$ cat config.mk
export PLATFORM = sky130hd
export DESIGN_NAME = alu_issue_unit
export DESIGN_NICKNAME = d
export VERILOG_FILES = /design/src/rtl/alu_issue_unit.sv
export SDC_FILE = /design/constraint.sdc
export NUM_CORES = 1
export LEC_CHECK = 0
export CELL_PAD_IN_SITES_DETAIL_PLACEMENT = 1
export CELL_PAD_IN_SITES_GLOBAL_PLACEMENT = 1
export CORE_UTILIZATION = 40
export CTS_CLUSTER_DIAMETER = 50
export DETAILED_ROUTE_END_ITERATION = 10
export MAX_ROUTING_LAYER = met4
export PLACE_DENSITY = 0.66
export SLEW_MARGIN = 20
export SYNTH_ARGS = -nofsm -noshare
export SYNTH_HDL_FRONTEND = slang
export SYNTH_SLANG_ARGS = --single-unit
$ cat constraint.sdc
create_clock -name clk -period 4.15 [get_ports clk]
set_input_delay 1.245 -clock clk [delete_from_list [all_inputs] [get_ports clk]]
set_output_delay 1.245 -clock clk [all_outputs]
set_load 0.02 [all_outputs]
$ cat src/rtl/alu_issue_unit.sv
`default_nettype none
`timescale 1ns/1ps
// +----------------------------------------------------------------------------+
// | Module      : alu_issue_unit                                               |
// | Description : Issue unit for an external 32-bit ALU. Accepts one request   |
// |               every three cycles, reads the operands from an 8 x 32-bit    |
// |               register file (r0 hard-wired to zero), drives the ALU with   |
// |               registered operands and writes the result back.             |
// |               IDLE accepts a request, EXEC captures the ALU result, and    |
// |               WB raises done and commits at the edge that leaves it.       |
// | Ports       : clk, rst            - clock, synchronous active-high reset   |
// |               in_valid/in_ready   - issue handshake                        |
// |               in_op,in_rs,in_rt,in_rd - opcode and register indices        |
// |               alu_a,alu_b,alu_op  - registered ALU operands and opcode     |
// |               alu_result,alu_zero,alu_overflow - ALU response              |
// |               done,done_zero,done_ovf,done_illegal - completion pulse/flags|
// |               ovf_sticky          - any overflow seen since reset          |
// |               dbg_sel/dbg_data    - combinational register-file read port  |
// | Revision    : 1.0 - initial release                                        |
// +----------------------------------------------------------------------------+
module alu_issue_unit (
    input  logic        clk,
    input  logic        rst,
    input  logic        in_valid,
    output logic        in_ready,
    input  logic [2:0]  in_op,
    input  logic [2:0]  in_rs,
    input  logic [2:0]  in_rt,
    input  logic [2:0]  in_rd,
    output logic [31:0] alu_a,
    output logic [31:0] alu_b,
    output logic [2:0]  alu_op,
    input  logic [31:0] alu_result,
    input  logic        alu_zero,
    input  logic        alu_overflow,
    output logic        done,
    output logic        done_zero,
    output logic        done_ovf,
    output logic        done_illegal,
    output logic        ovf_sticky,
    input  logic [2:0]  dbg_sel,
    output logic [31:0] dbg_data
);

    localparam logic [1:0] c_ST_IDLE = 2'd0;
    localparam logic [1:0] c_ST_EXEC = 2'd1;
    localparam logic [1:0] c_ST_WB   = 2'd2;

    localparam logic [2:0] c_OP_ADD  = 3'b010;
    localparam logic [2:0] c_OP_SUB  = 3'b110;

    logic [1:0]  r_state;
    logic [31:0] r_regs [8];
    logic [2:0]  r_rd;
    logic        r_illegal;
    logic [31:0] r_result;

    logic        w_illegal;
    logic        w_ovf;

    // Opcodes 011, 100 and 101 have no defined ALU function.
    assign w_illegal = (in_op == 3'b011) || (in_op == 3'b100) || (in_op == 3'b101);

    // The ALU overflow flag is meaningless outside ADD/SUB, so it is masked here.
    assign w_ovf = alu_overflow && ((alu_op == c_OP_ADD) || (alu_op == c_OP_SUB));

    assign in_ready = (r_state == c_ST_IDLE);

    // r_regs[0] is cleared by reset and never written, so it always reads zero.
    assign dbg_data = r_regs[dbg_sel];

    always_ff @(posedge clk) begin
        if (rst) begin
            r_state      <= c_ST_IDLE;
            alu_a        <= '0;
            alu_b        <= '0;
            alu_op       <= '0;
            r_rd         <= '0;
            r_illegal    <= 1'b0;
            r_result     <= '0;
            done         <= 1'b0;
            done_zero    <= 1'b0;
            done_ovf     <= 1'b0;
            done_illegal <= 1'b0;
            ovf_sticky   <= 1'b0;
            for (int i = 0; i < 8; i++) begin
                r_regs[i] <= '0;
            end
        end else begin
            case (r_state)
                c_ST_IDLE: begin
                    if (in_valid) begin
                        // Operands are read here; the previous write-back has
                        // already landed, so no forwarding path is needed.
                        alu_a     <= r_regs[in_rs];
                        alu_b     <= r_regs[in_rt];
                        alu_op    <= in_op;
                        r_rd      <= in_rd;
                        r_illegal <= w_illegal;
                        r_state   <= c_ST_EXEC;
                    end
                end
                c_ST_EXEC: begin
                    r_result     <= alu_result;
                    done         <= 1'b1;
                    done_zero    <= alu_zero;
                    done_ovf     <= w_ovf;
                    done_illegal <= r_illegal;
                    if (w_ovf) begin
                        ovf_sticky <= 1'b1;
                    end
                    r_state      <= c_ST_WB;
                end
                c_ST_WB: begin
                    // done_ovf/done_illegal hold the captured flags for this op.
                    if (!done_ovf && !done_illegal && (r_rd != 3'd0)) begin
                        r_regs[r_rd] <= r_result;
                    end
                    done         <= 1'b0;
                    done_zero    <= 1'b0;
                    done_ovf     <= 1'b0;
                    done_illegal <= 1'b0;
                    r_state      <= c_ST_IDLE;
                end
                default: begin
                    r_state <= c_ST_IDLE;
                end
            endcase
        end
    end

endmodule
`default_nettype wire

==> flow_summary.yaml, run 1 <==
power_and_ir_drop:
  power.total_uw: 10200
  cellLeakagePower_uw: 0.00928
  ir_drop_mv: 0.260
  powerDensity_mw_per_mm2: 434
setup_path:
  worstSetupPathType: "in -> out"
  reg2reg_slack_ps: 1690
  critPathMaxFanout: 16
  ff2ff_path_depth: 7
  cpPeakStageDelay_ps: 590
  cp-start-kind: "input port"
  crit_buf_inv: 3
  cp.depth: 5
  cp-end-kind: "output port"
  path_cells: "buf_4, buf_12, mux4_1, mux2_2, dlygate4sd2_1"
  crit_arrival_ps: 2880
  critPathTopFamily: "multiplexers"
  critPathSlowestCell: "mux4_1"
  worst_ep_required_time_ps: 2900
place:
  portBuffers: 156
  place_hpwl_mm: 37.4
  place_congestion: 0.811
  dp_slack_ps: -176
  dpl.cell_count: 2264
worst_hold_path:
  hp-class: "reg -> reg"
  hold-path-cell-count: 2
flow_run:
  drv_cap: 0
global_route:
  grt_pass1_vias: 14499
  overflow: 0
  grtUsageTotal_pct: 26.0
  grt_max_degree: 68
  grt_pass1_wl_mm: 92.7
  antenna_found_initial: 1
die:
  die_h_microns: 221
  core-area_sq_mm: 0.0476
  placementRows: 80
  start_util_pct: 40.4
  ios: 157
  die_w_microns: 221
  dieArea_sq_mm: 0.0490
finish:
  seqCellArea_sq_mm: 0.00989
  multiInputGateArea_sq_mm: 0.00888
  nNetsFinal: 1758
  final_core_util_pct: 49.4
  synthToLayoutAreaGrowth_pct: 22.2
  diodes: 0
  stdcell_count: 2360
  num-fill-cells: 4886
  layout-drive-gt1-share_pct: 13.2
route:
  drt-vias-per-instance: 5.84
  drc: 0
  antenna_left: 0
  drt-initial-drc-count: 978
  avgRoutedWirePerCell_microns: 26.2
  postRouteWirelength_mm: 61.8
  route.vias.total: 13794
  dr.pass1.iters: 5
synthesis:
  ys_ff_latch: 366
  yosysUniqueCellTypes: 34
  synth_area_leaders: "edfxtp_1 40%, mux2i_1 15%, dfxtp_1 11%"
  avgSynthCellArea_sq_um: 12.5
  synthMuxAreaShare_pct: 25.2
  synthXorXnorAreaFrac_pct: 0
  synth_top_family_by_area: "multiplexers"
  yosysTopAreaCellShare_pct: 39.9
  synth_area_leader_cell: "edfxtp_1"
  yosys.area_share.simple_pct: 12.6
  netlist_area_sq_mm: 0.0192
  ys_seq_area_share_pct: 51.4
  synthCells: 1536
  yosys_warnings: 0
  synth_compound_area_share_pct: 7.07
  synth-adder-area-share_pct: 0.195
sta:
  fin_ws_ps: 20.7
  setup_viol: 0
  final.min_clock_period_ps: 4130
  finClkSkew_ps: 12.1
  hold_viol_final: 0
  fin_crit_sh_pct: 99.5
  slew_violations: 0
  max_slew_margin_pct: 35.1
  finalHoldWorstSlack_ps: 456
  rsz0062_at_grt: "false"
  tightestPinTransition_ps: 973
  fmax_mhz: 242
clock_tree:
  post-cts-setup-buffer-count: 0
  cts_tree: "yes"
  cts.path.max_buffers: 3
  clk_pin_slew_ps: 50
  holdBufCountCts: 0
  cts.sinks: 366
  clk_latency_ps: 600
  cts_root_buf: "clkbuf_16"
  cts_resized: 32
  h-tree-depth: 2
  cts_buffers: 52
outcome:
  status: "completed"
per-stage QoR:
stage	TNS, ps	cell area, sq um
3_3_place_gp	-4190	21800
4_1_cts	0	23500
2_1_floorplan	0	19400
6_report	0	23500
5_1_grt	0	23500
3_5_place_dp	-4340	21800
cell usage in the layout, fill, tap and decap left out, types with 34 or more instances in the layout:
| cell type | count |
|---|---|
| mux2i_1 | 289 |
| buf_4 | 34 |
| a21oi_1 | 74 |
| a22oi_1 | 128 |
| clkdlybuf4s50_1 | 118 |
| mux4_1 | 41 |
| edfxtp_1 | 256 |
| dfxtp_1 | 110 |
| nor3_1 | 64 |
| clkbuf_16 | 55 |
| nor2_1 | 104 |
| and2_1 | 224 |
kinds of logic (layout without fill, tap and decap cells):
| kind of cell | count (synthesis) | after routing |
|---|---|---|
| adder cells (fa/ha/maj) | 3 | 3 |
| buffers and inverters | 133 | 311 |
| AO/OA/AOI/OAI | 205 | 205 |
| other | 1 | 32 |
| multiplexers | 385 | 385 |
| AND/OR/NAND/NOR | 443 | 443 |
| flip-flops | 366 | 366 |
cell usage after synthesis, drive strengths merged:
master    n
mux2i   289
edfxtp  256
and2    227
a22oi   128
nor2    112
dfxtp   110
clkbuf   84
a21oi    74
nor3     65
mux4     64
buf      46
mux2     32
nand2    16
nor2b     8
or2       7
nand2b    4
ha        3
inv       3
nand3b    2
a211oi    1
a311oi    1
conb      1
nor3b     1
nor4b     1
o211ai    1
cell type report:
type                       instances  share of cell area, %
timing repair buffer             212                   9.44
multi-input combinational       1068                   37.7
inverter                           3                 0.0479
clock buffer                      68                   6.18
clock inverter                    28                   1.30
sequential                       366                   42.0
tap                              615                   3.27
path summary, 6_finish.rpt:
| kind | start | end |
|---|---|---|
| setup / recovery | dbg_sel[0] | dbg_data[25] |
| hold reg to reg | alu_op[2] | alu_op[2] |
| hold / removal | alu_op[2] | alu_op[2] |
| setup reg to reg | r_state[0] | r_regs[2][5] |
registers in the layout, summed over array words and instances, names as in the netlist:
| register | flops |
|---|---|
| alu_a | 32 |
| done_illegal | 1 |
| r_result | 32 |
| done_ovf | 1 |
| r_regs | 256 |
| r_rd | 3 |
| r_illegal | 1 |
| r_state | 2 |
| alu_op | 3 |
| alu_b | 32 |
| ovf_sticky | 1 |
| done | 1 |
| done_zero | 1 |
layer usage:
| metal | wire length (microns) | up-vias | global-route usage, % |
|---|---|---|---|
| li1 | - | 6088 | - |
| met1 | 27300 | 7165 | 33.7 |
| met2 | 30100 | 435 | 42.0 |
| met3 | 2900 | 106 | 3.94 |
| met4 | 1580 | 0 | 8.35 |
| met5 | 0 | - | - |
power breakdown:
| part | switching (uW) | internal, uW | leakage [uW] |
|---|---|---|---|
| sequential | 171 | 4110 | 0.00353 |
| clock | 1760 | 2750 | 0.000858 |
| combinational | 802 | 627 | 0.00489 |
worst min-delay path, stage by stage (launching register included):
cell	delay, ps
dfxtp_1	310
nand2_1	50
a21oi_1	50
Note: power is estimated with default switching activity, not from simulation.
==> run 2, diff against run 1 <==
Settings changed: CAP_MARGIN set to 25, SLEW_MARGIN 20 to unset.
==> results of run 2 <==
Same layout as run 1: the final DEF is identical, and so are final timing and power.
==> run 3, diff against run 2 <==
Settings changed: SLEW_MARGIN set to 20.
==> results of run 3 <==
Same layout as run 1: the final DEF is identical, and so are final timing and power.
